## config.mk

```make
export PLATFORM = sky130hd
export DESIGN_NAME = mem_arbiter
export DESIGN_NICKNAME = d
export VERILOG_FILES = /design/src/rtl/mem_arbiter.sv
export SDC_FILE = /design/constraint.sdc
export NUM_CORES = 1
export LEC_CHECK = 0
export ABC_AREA = 1
export CORE_UTILIZATION = 40
export CTS_CLUSTER_SIZE = 20
export DETAILED_ROUTE_END_ITERATION = 6
export GPL_TIMING_DRIVEN = 0
export PLACE_DENSITY = 0.83
export SKIP_LAST_GASP = 1
export SLEW_MARGIN = 40
export SYNTH_ARGS = -nofsm -noshare
export SYNTH_HDL_FRONTEND = slang
export SYNTH_SLANG_ARGS = --single-unit
export TNS_END_PERCENT = 20
```

## constraint.sdc

```tcl
create_clock -name clk -period 2.9 [get_ports clk]
set_input_delay 0.58 -clock clk [delete_from_list [all_inputs] [get_ports clk]]
set_output_delay 0.58 -clock clk [all_outputs]
set_load 0.02 [all_outputs]
```

## src/rtl/mem_arbiter.sv

```systemverilog
// rtl/mem_arbiter.sv - fetch/data arbiter onto a single unified memory port
module mem_arbiter #(
    parameter int DATA_W      = 32,
    parameter int MAX_DSTREAK = 4
) (
    input  logic              clk,
    input  logic              reset,
    input  logic              iIReq,
    input  logic [DATA_W-1:0] iIAddr,
    output logic              oIDone,
    output logic [DATA_W-1:0] oIRdData,
    input  logic              iDReq,
    input  logic              iDWr,
    input  logic [DATA_W-1:0] iDAddr,
    input  logic [DATA_W-1:0] iDWrData,
    output logic              oDDone,
    output logic [DATA_W-1:0] oDRdData,
    output logic              oStallIF,
    output logic              oStallMEM,
    output logic              oMemReq,
    output logic              oMemWr,
    output logic [DATA_W-1:0] oMemAddr,
    output logic [DATA_W-1:0] oMemWrData,
    input  logic              iMemAck,
    input  logic [DATA_W-1:0] iMemRdData,
    output logic              oErr
);
    localparam int SW = $clog2(MAX_DSTREAK + 1);
    localparam logic [SW-1:0] MAX_CNT = SW'(MAX_DSTREAK);

    typedef enum logic [2:0] {IDLE, BUSY_I, BUSY_D, RESP_I, RESP_D} state_t;

    state_t        state, nextState;
    logic [SW-1:0] dStreak;
    logic          grantI, grantD;

    always_ff @(posedge clk) begin
        if (reset) state <= IDLE;
        else       state <= nextState;
    end

    // Data wins ties unless the fetch has already been passed over MAX_DSTREAK times.
    always_comb begin
        nextState = state;
        grantI    = 1'b0;
        grantD    = 1'b0;
        case (state)
            IDLE: begin
                if (iDReq && !(iIReq && dStreak == MAX_CNT)) begin
                    grantD    = 1'b1;
                    nextState = BUSY_D;
                end else if (iIReq) begin
                    grantI    = 1'b1;
                    nextState = BUSY_I;
                end
            end
            BUSY_I:  if (iMemAck) nextState = RESP_I;
            BUSY_D:  if (iMemAck) nextState = RESP_D;
            RESP_I:  nextState = IDLE;
            RESP_D:  nextState = IDLE;
            default: nextState = IDLE;
        endcase
    end

    always_ff @(posedge clk) begin
        if (reset) begin
            dStreak    <= '0;
            oMemReq    <= 1'b0;
            oMemWr     <= 1'b0;
            oMemAddr   <= '0;
            oMemWrData <= '0;
            oIRdData   <= '0;
            oDRdData   <= '0;
            oErr       <= 1'b0;
        end else begin
            if (grantI) begin
                oMemReq  <= 1'b1;
                oMemWr   <= 1'b0;
                oMemAddr <= iIAddr;
                dStreak  <= '0;
            end
            if (grantD) begin
                oMemReq    <= 1'b1;
                oMemWr     <= iDWr;
                oMemAddr   <= iDAddr;
                oMemWrData <= iDWrData;
                if (!iIReq)                dStreak <= '0;
                else if (dStreak != MAX_CNT) dStreak <= dStreak + SW'(1);
            end
            if (iMemAck) begin
                case (state)
                    BUSY_I: begin
                        oMemReq  <= 1'b0;
                        oIRdData <= iMemRdData;
                    end
                    BUSY_D: begin
                        oMemReq <= 1'b0;
                        if (!oMemWr) oDRdData <= iMemRdData;
                    end
                    default: oErr <= 1'b1;
                endcase
            end
        end
    end

    // Done pulses decode from registered state, keeping the memory ack off every output path.
    assign oIDone    = (state == RESP_I);
    assign oDDone    = (state == RESP_D);
    assign oStallIF  = iIReq & ~oIDone;
    assign oStallMEM = iDReq & ~oDDone;
endmodule

```

* After elaboration in Yosys (flattened, before gate mapping)
Cells that the tools add are included.
W data, S select, Z words.
** Word-level totals
- Register bits :: 137
- Latch bits :: 0
- RAM bits :: 0
- Memory bits (read-only) :: 0
- Input port bits :: 134
- Output and inout port bits :: 135
- Word-level logic and storage cells :: 57
- Memories kept :: 0
** Cells by class
- Add/subtract/negate cells :: 1
- Multiply operators :: 0
- Divide/modulo/power cells :: 0
- Magnitude comparators :: 0
- Equal/unequal tests :: 9
- Shift-type cells :: 0
- Mux-type cells :: 22
- Bitwise gates (word level) :: 6
- Reduce and logical (&&, ||, !) cells :: 10
** Operators with widths (number)
- $mux W32 :: 2
- $mux W3 :: 8
- $mux W1 :: 11
- $pmux W3 S3 :: 1
- $eq A3 B2 Y1 const B :: 2
- $eq A3 B3 Y1 const B :: 2
- $ne A3 B3 Y1 const B :: 2
- $reduce_and A3 Y1 :: 2
- $ne A2 B2 Y1 const B :: 2
- $not A1 Y1 :: 4
- $reduce_and A2 Y1 :: 2
- $add A3 B1 Y3 const B :: 1
- $eq A3 B1 Y1 const B :: 1
- $logic_not A3 Y1 :: 1
- $and A1 B1 Y1 :: 2
- $logic_and A1 B1 Y1 :: 2
- $reduce_bool A2 Y1 :: 1
- $reduce_or A2 Y1 :: 1
- $logic_not A1 Y1 :: 1

* Depth between registers and ports, before layout
Gate-level depths: netlist of run 1.
- Depth after elaboration :: 10
- Depth in mapped cells :: 12
- Gate-level depth less buffers :: 10

* Worst setup path before layout of run 1
OpenSTA, ideal clock, no wires.
- Kind :: register -> output
- From :: register state[1]
- To :: output port oStallIF
- Arrival :: 1.189 ns
- Required time :: 2.320 ns
- Path slack :: 1.131 ns
- Stages on the path, launching flop included :: 4
- Path buffers :: 0
- Cells stage by stage :: dfxtp_1 inv_1 nor3_1 nor2_1
** On the way
- Cells in the longest elaborated chain, start to end :: 3
** RTL lines
- start, declared :: line 33 : state_t state, nextState;
- start signal, assigned :: line 39 : else state <= nextState;
- $eq A3 B2 Y1 :: line 107 : assign oIDone = (state == RESP_I);
- via oIDone :: line 10 : output logic oIDone,
- $not A1 Y1 :: line 109 : assign oStallIF = iIReq & ~oIDone;
- $and A1 B1 Y1 :: line 109
- end, declared :: line 18 : output logic oStallIF,
The timed path passes the listed nets, and every way through them passes these cells.

* Worst setup path after layout of run 1
- From :: input port iIReq
- To :: output port oStallIF
** On the way
- Cells in the longest elaborated chain, start to end :: 1
** RTL lines
- start, declared :: line 8 : input logic iIReq,
- $and A1 B1 Y1 :: line 109
Every way passes these cells.

==> metrics, run 1 <==
Area contributors post-synth=dfxtp_1, nand2_1, nor2_1, nand3_1, o21ai_0; largest net degree at the start of global routing=17; CP Data Arrival Time=1970 ps; Clock H-tree levels=4; Leak Pwr=3.73 nW; via count=5,742; die width=119 um; GP Congestion=0.869; Yosys reg bits=137; Pins Over Slew Limit=0; fin crit share=0.878; first-pass GRT wire length=27.4 mm; Antenna Nets Post-Route=0; Hold WC Path Type=register to register; grt total ovfl=0; CTS Hold Bufs=0; cell count after synthesis=738; netlist area before placement=5460 um2; mux cell area share after synthesis=0; Total GRT Usage=0.252; Worst Path Max Fanout=4; clock skew=7.30 ps; outcome=complete, no violations; Initial Utilization=0.411; # rows=42; number of global-route vias before repair=5,305; min-delay src=oIRdData[16]; hold path cells=2; cell count of the worst reg-to-reg path=12; reg2reg end=oMemAddr[9]; Simple-Gate Fraction of Synth Area=0.266; Mapped Nets=874; post-layout util=0.672; xor/xnor share of the synthesized area=0; most frequent cells in the layout=clkdlybuf4s50_1, nand2_1, dfxtp_1; ant diodes=0; PortBufs=267; antenna violations before repair=0; setup TNS=0 ps; RSZ-0062 raised after global routing=no; Fmax=393 MHz; largest family of logic cells by synthesized area=simple AND/OR/NAND/NOR gates; post-route minimum period=2550 ps; wl on met1=7.39 mm; CTS buffer count=17; clk_lat worst skew=410 ps; Slew @ Worst Pin=530 ps; CTS resizes=0; top sig layer=met4; commonest non-fill, non-tap cell in the layout=clkdlybuf4s50_1; Layout fillers=1,143; die height=119 um; WL met3=1.14 mm; TritonCTS clock tree=yes; peak supply drop=593 uV; clk slew on worst S/H paths=60 ps; fin nets=1,160; Post-Syn Area per Cell=7.40 um2; WHS Endpoint=oIRdData[16]; Clock Sinks=137; Detailed Place HPWL=13.4 mm; Final Setup Violations=0; post-CTS setup buffers=0; critical path class=primary input to output pin; reg-to-reg startpoint=dStreak[0]; synth unique cells=20; Yosys top cell area share=0.502; vias per cell=4.73; Remaining DRCs=0; Crit. End Element=output pin; Routed WL per cell=14.5 um; Synth area leader=dfxtp_1; R2R Setup Slk=1180 ps; met2 WL post-DR=8.57 mm; Core Area=13,300 um2; Fin. Hold Viols=0; Area growth, synth to finish=63.7%; Compound-Gate Fraction of Synth Area=0.144; Pre-antenna DRT Iters=5; die area=14,100 um2; I/O Pins=269; Req. time, crit path=2320 ps; Critical Path Start Type=primary input; max cap viols=0; Rel. slew slack=0.646; fraction of the mapped netlist area in adder cells=0.00458; pwr/cell area=927 nW/um2; Seq/Total Area, Yosys=0.502; clock root buffer=clkbuf_16; final wirelength=17.6 mm; Yosys warning count=0; Max clock buf depth=2; initial drt markers=275; share of cells above drive strength 1=0.0656
-- cell usage after synthesis (all sizes together) --
master / count
nand2: 151
buf: 31
dfxtp: 137
ha: 2
o21ai: 67
nor2: 138
o21a: 33
clkinv: 1
o2bb2ai: 1
a21oi: 39
nor3: 3
inv: 47
clkbuf: 20
nand3: 68
-- power breakdown --
| part | internal (mW) | switching, mW | total, mW |
|---|---|---|---|
| Combinational | 1.55 | 2.00 | 3.55 |
| Sequential | 2.37 | 0.246 | 2.62 |
| Clock | 1.35 | 0.768 | 2.12 |
-- cell families after synthesis --
logic type / count (synthesis)
and+or+nand+nor: 360
adders and majority gates: 2
AOI/OAI and AO/OA: 140
DFF: 137
buffers and inverters: 99
-- through the flow --
stage          setup WS (ps)  area, um2  hold slack [ps]  total power [mW]  std cells
5_1_grt                  235       8940              481              8.76       1213
3_3_place_gp             365       8360              448              6.13       1181
4_1_cts                  354       8940              464              8.33       1213
3_5_place_dp             359       8360              455              6.19       1181
2_1_floorplan           1130       5460              460              4.62        738
6_report                 352       8940              462              8.29       1213
-- layer usage --
metal  global-route usage  vias up
li1                     -     2933
met1                0.302     2587
met2                0.419      185
met3               0.0738       37
met4                0.108        0
met5                    0        -
-- state kept, by name (all words and copies together) (netlist names) --
register / cells
oDRdData: 32
oIRdData: 32
oMemAddr: 32
oMemWrData: 32
dStreak: 3
state: 3
oErr: 1
oMemReq: 1
oMemWr: 1
-- area by class of cell --
| cell class | count | area [um2] | share of cell area |
|---|---|---|---|
| clock inverters | 8 | 92.6 | 0.0104 |
| plain buffers | 51 | 273 | 0.0305 |
| clock buffers | 24 | 492 | 0.0550 |
| inverters | 48 | 180 | 0.0202 |
| repair buffers | 267 | 2670 | 0.299 |
| multi-input cells | 502 | 2270 | 0.254 |
| well taps | 176 | 220 | 0.0246 |
| flip-flops and latches | 137 | 2740 | 0.307 |
-- worst max-delay path by stage --
stage | start | cells after the start | end | slack [ps]
3_3_place_gp | iIReq | 4 | oStallIF | 370
5_1_grt | iIReq | 4 | oStallIF | 240
2_1_floorplan | state[1] | 3 | oStallIF | 1130
4_1_cts | iIReq | 4 | oStallIF | 350
6_report | iIReq | 4 | oStallIF | 350
3_5_place_dp | iIReq | 4 | oStallIF | 360
-- worst max-delay path, cell delays in order --
cell and delay (ps):
clkdlybuf4s50_1 540, inv_1 100, nor2_1 110, clkdlybuf4s50_1 630
(Power assumes the default switching activity.)
==> run 2: changes to the inputs <==
Settings changed: CORE_UTILIZATION 40 to 44, PLACE_DENSITY 0.83 to 0.89.
==> metrics, run 2 (synthesis results as in run 1) <==
GP Congestion=0.873 (+0.40%); Clock Sinks=137 (unchanged); grt total ovfl=0 (unchanged); Leak Pwr=3.73 nW (about the same); die width=113 um (-4.6%); I/O Pins=269 (unchanged); max cap viols=0 (unchanged); final instance area=8940 um2 (about the same); clock skew=8.76 ps (+1.45 ps); post-route minimum period=2530 ps (-12.6 ps); Max clock buf depth=2 (unchanged); clk_lat worst skew=420 ps (about the same); outcome=complete, no violations; P_int=5.29 mW (+0.42%); clk slew on worst S/H paths=50 ps (about the same); area of the multi-input gates=2270 um2 (unchanged); Sequential Power Share=0.314 (-0.002); Clk pwr share=0.259 (+0.004); register area=2740 um2 (unchanged); slowest CP cell=clkdlybuf4s50_1; # rows=40 (-4.8%); critical path class=primary input to output pin; CP cell instances=clkdlybuf4s50_1 > inv_1 > nor2_1 > clkdlybuf4s50_1; largest net degree at the start of global routing=17 (unchanged); DP Cell Count=1,173 (-0.68%); net load switching power=3.04 mW (+0.80%); Req. time, crit path=2320 ps (about the same); fin cells=1,204 (-0.74%); pwr/cell area=932 nW/um2 (+0.59%); PortBufs=267 (unchanged); Final Setup Violations=0 (unchanged); number of global-route vias before repair=5,433 (+2.4%); setup TNS=0 ps (unchanged); commonest non-fill, non-tap cell in the layout=clkdlybuf4s50_1; fin nets=1,160 (unchanged); first-pass GRT wire length=27.3 mm (-0.38%); Logic pwr share=0.427 (-0.002); Routed WL per cell=14.9 um (+2.4%); Rel. slew slack=0.650 (+0.00402); Total GRT Usage=0.275 (+0.0229); peak supply drop=709 uV (+20%); ant diodes=0 (unchanged); antenna violations before repair=0 (unchanged); post-CTS setup buffers=0 (unchanged); Critical Path Start Type=primary input; die area=12,900 um2 (-8.9%); TritonCTS clock tree=yes; Fin. Hold Viols=0 (unchanged); via count=5,865 (+2.1%); CP Data Arrival Time=1950 ps (-20 ps); Core Area=12,100 um2 (-9.3%); final wirelength=17.9 mm (+1.6%); delay-heaviest family, CP=buffers and inverters; CTS buffer count=17 (unchanged); Clock H-tree levels=4 (unchanged); most frequent cells in the layout=clkdlybuf4s50_1, nand2_1, dfxtp_1; RSZ-0062 raised after global routing=no; die height=113 um (-4.6%); vias per cell=4.87 (+2.9%); Initial Utilization=0.453 (+0.0420); CTS resizes=0 (unchanged); Hold WC Path Type=register to register; Layout fillers=927 (-19%); Slew @ Worst Pin=524 ps (-6.03 ps); Worst Path Max Fanout=4 (unchanged); CP max stage delay=630 ps (about the same); Detailed Place HPWL=13.1 mm (-1.7%); Crit. End Element=output pin; Pre-antenna DRT Iters=5 (unchanged); Fmax=394 MHz (+0.50%); Antenna Nets Post-Route=0 (unchanged); initial drt markers=400 (+45%); placed cell area=8350 um2 (-0.12%); Switching Share=0.365 (+0.000874); fin crit share=0.874 (-0.00435); Remaining DRCs=0 (unchanged); worst path bufs/invs=3 (unchanged); CTS Hold Bufs=0 (unchanged); Pins Over Slew Limit=0 (unchanged); clock root buffer=clkbuf_16; hold_ws=460 ps (-1.56 ps); Worst path most repeated cell=clkdlybuf4s50_1; Area growth, synth to finish=63.6% (about the same); share of cells above drive strength 1=0.0656 (about the same)
[run 2: changes by cell type in the layout (fill, tap and decap cells not counted)]
cell and change:
clkbuf_1 -1, clkinv_2 -2, clkbuf_8 +1, clkinvlp_4 +1
[run 2: routing by layer]
| layer | vias up | part of all wire | GRT usage |
|---|---|---|---|
| met5 | - | 0 | 0 |
| met4 | 0 | 0.026 | 0.114 |
| met3 | 36 | 0.068 | 0.0749 |
| met2 | 245 | 0.49 | 0.465 |
| met1 | 2660 | 0.41 | 0.330 |
| li1 | 2924 | - | - |
[run 2: final cells by class]
cell class / count / area share
clock inverter: 7 / 0.0101
timing repair buffer: 267 / 0.299
sequential: 137 / 0.307
buffer: 51 / 0.0305
multi-input combinational: 502 / 0.254
clock buffer: 24 / 0.0561
tap: 168 / 0.0235
inverter: 48 / 0.0202
[run 2: worst paths after layout]
path / from / end / slack (ps) / cells past startpoint
hold reg to reg: oErr / oErr / 460 / 1
hold / removal: oErr / oErr / 460 / 1
setup reg to reg: dStreak[0] / oMemAddr[7] / 1180 / 12
setup / recovery: iIReq / oStallIF / 370 / 4
[run 2: power groups by stage]
stage / sequential [mW] / clock [mW] / combinational, mW
after global routing: 2.68 / 2.26 / 3.83
after CTS: 2.62 / 2.16 / 3.56
final: 2.62 / 2.16 / 3.56
after global placement: 2.63 / 0 / 3.47
after floorplan: 3.20 / 0 / 1.42
after detailed placement: 2.65 / 0 / 3.52
[run 2: stage by stage]
step / power [mW] / utilization / worst slack, ps
floorplan: 4.62 / - / 1130
global placement: 6.10 / 0.692 / 371
detailed placement: 6.17 / 0.692 / 377
CTS: 8.35 / 0.741 / 370
global route: 8.76 / 0.741 / 289
finish: 8.33 / 0.741 / 365
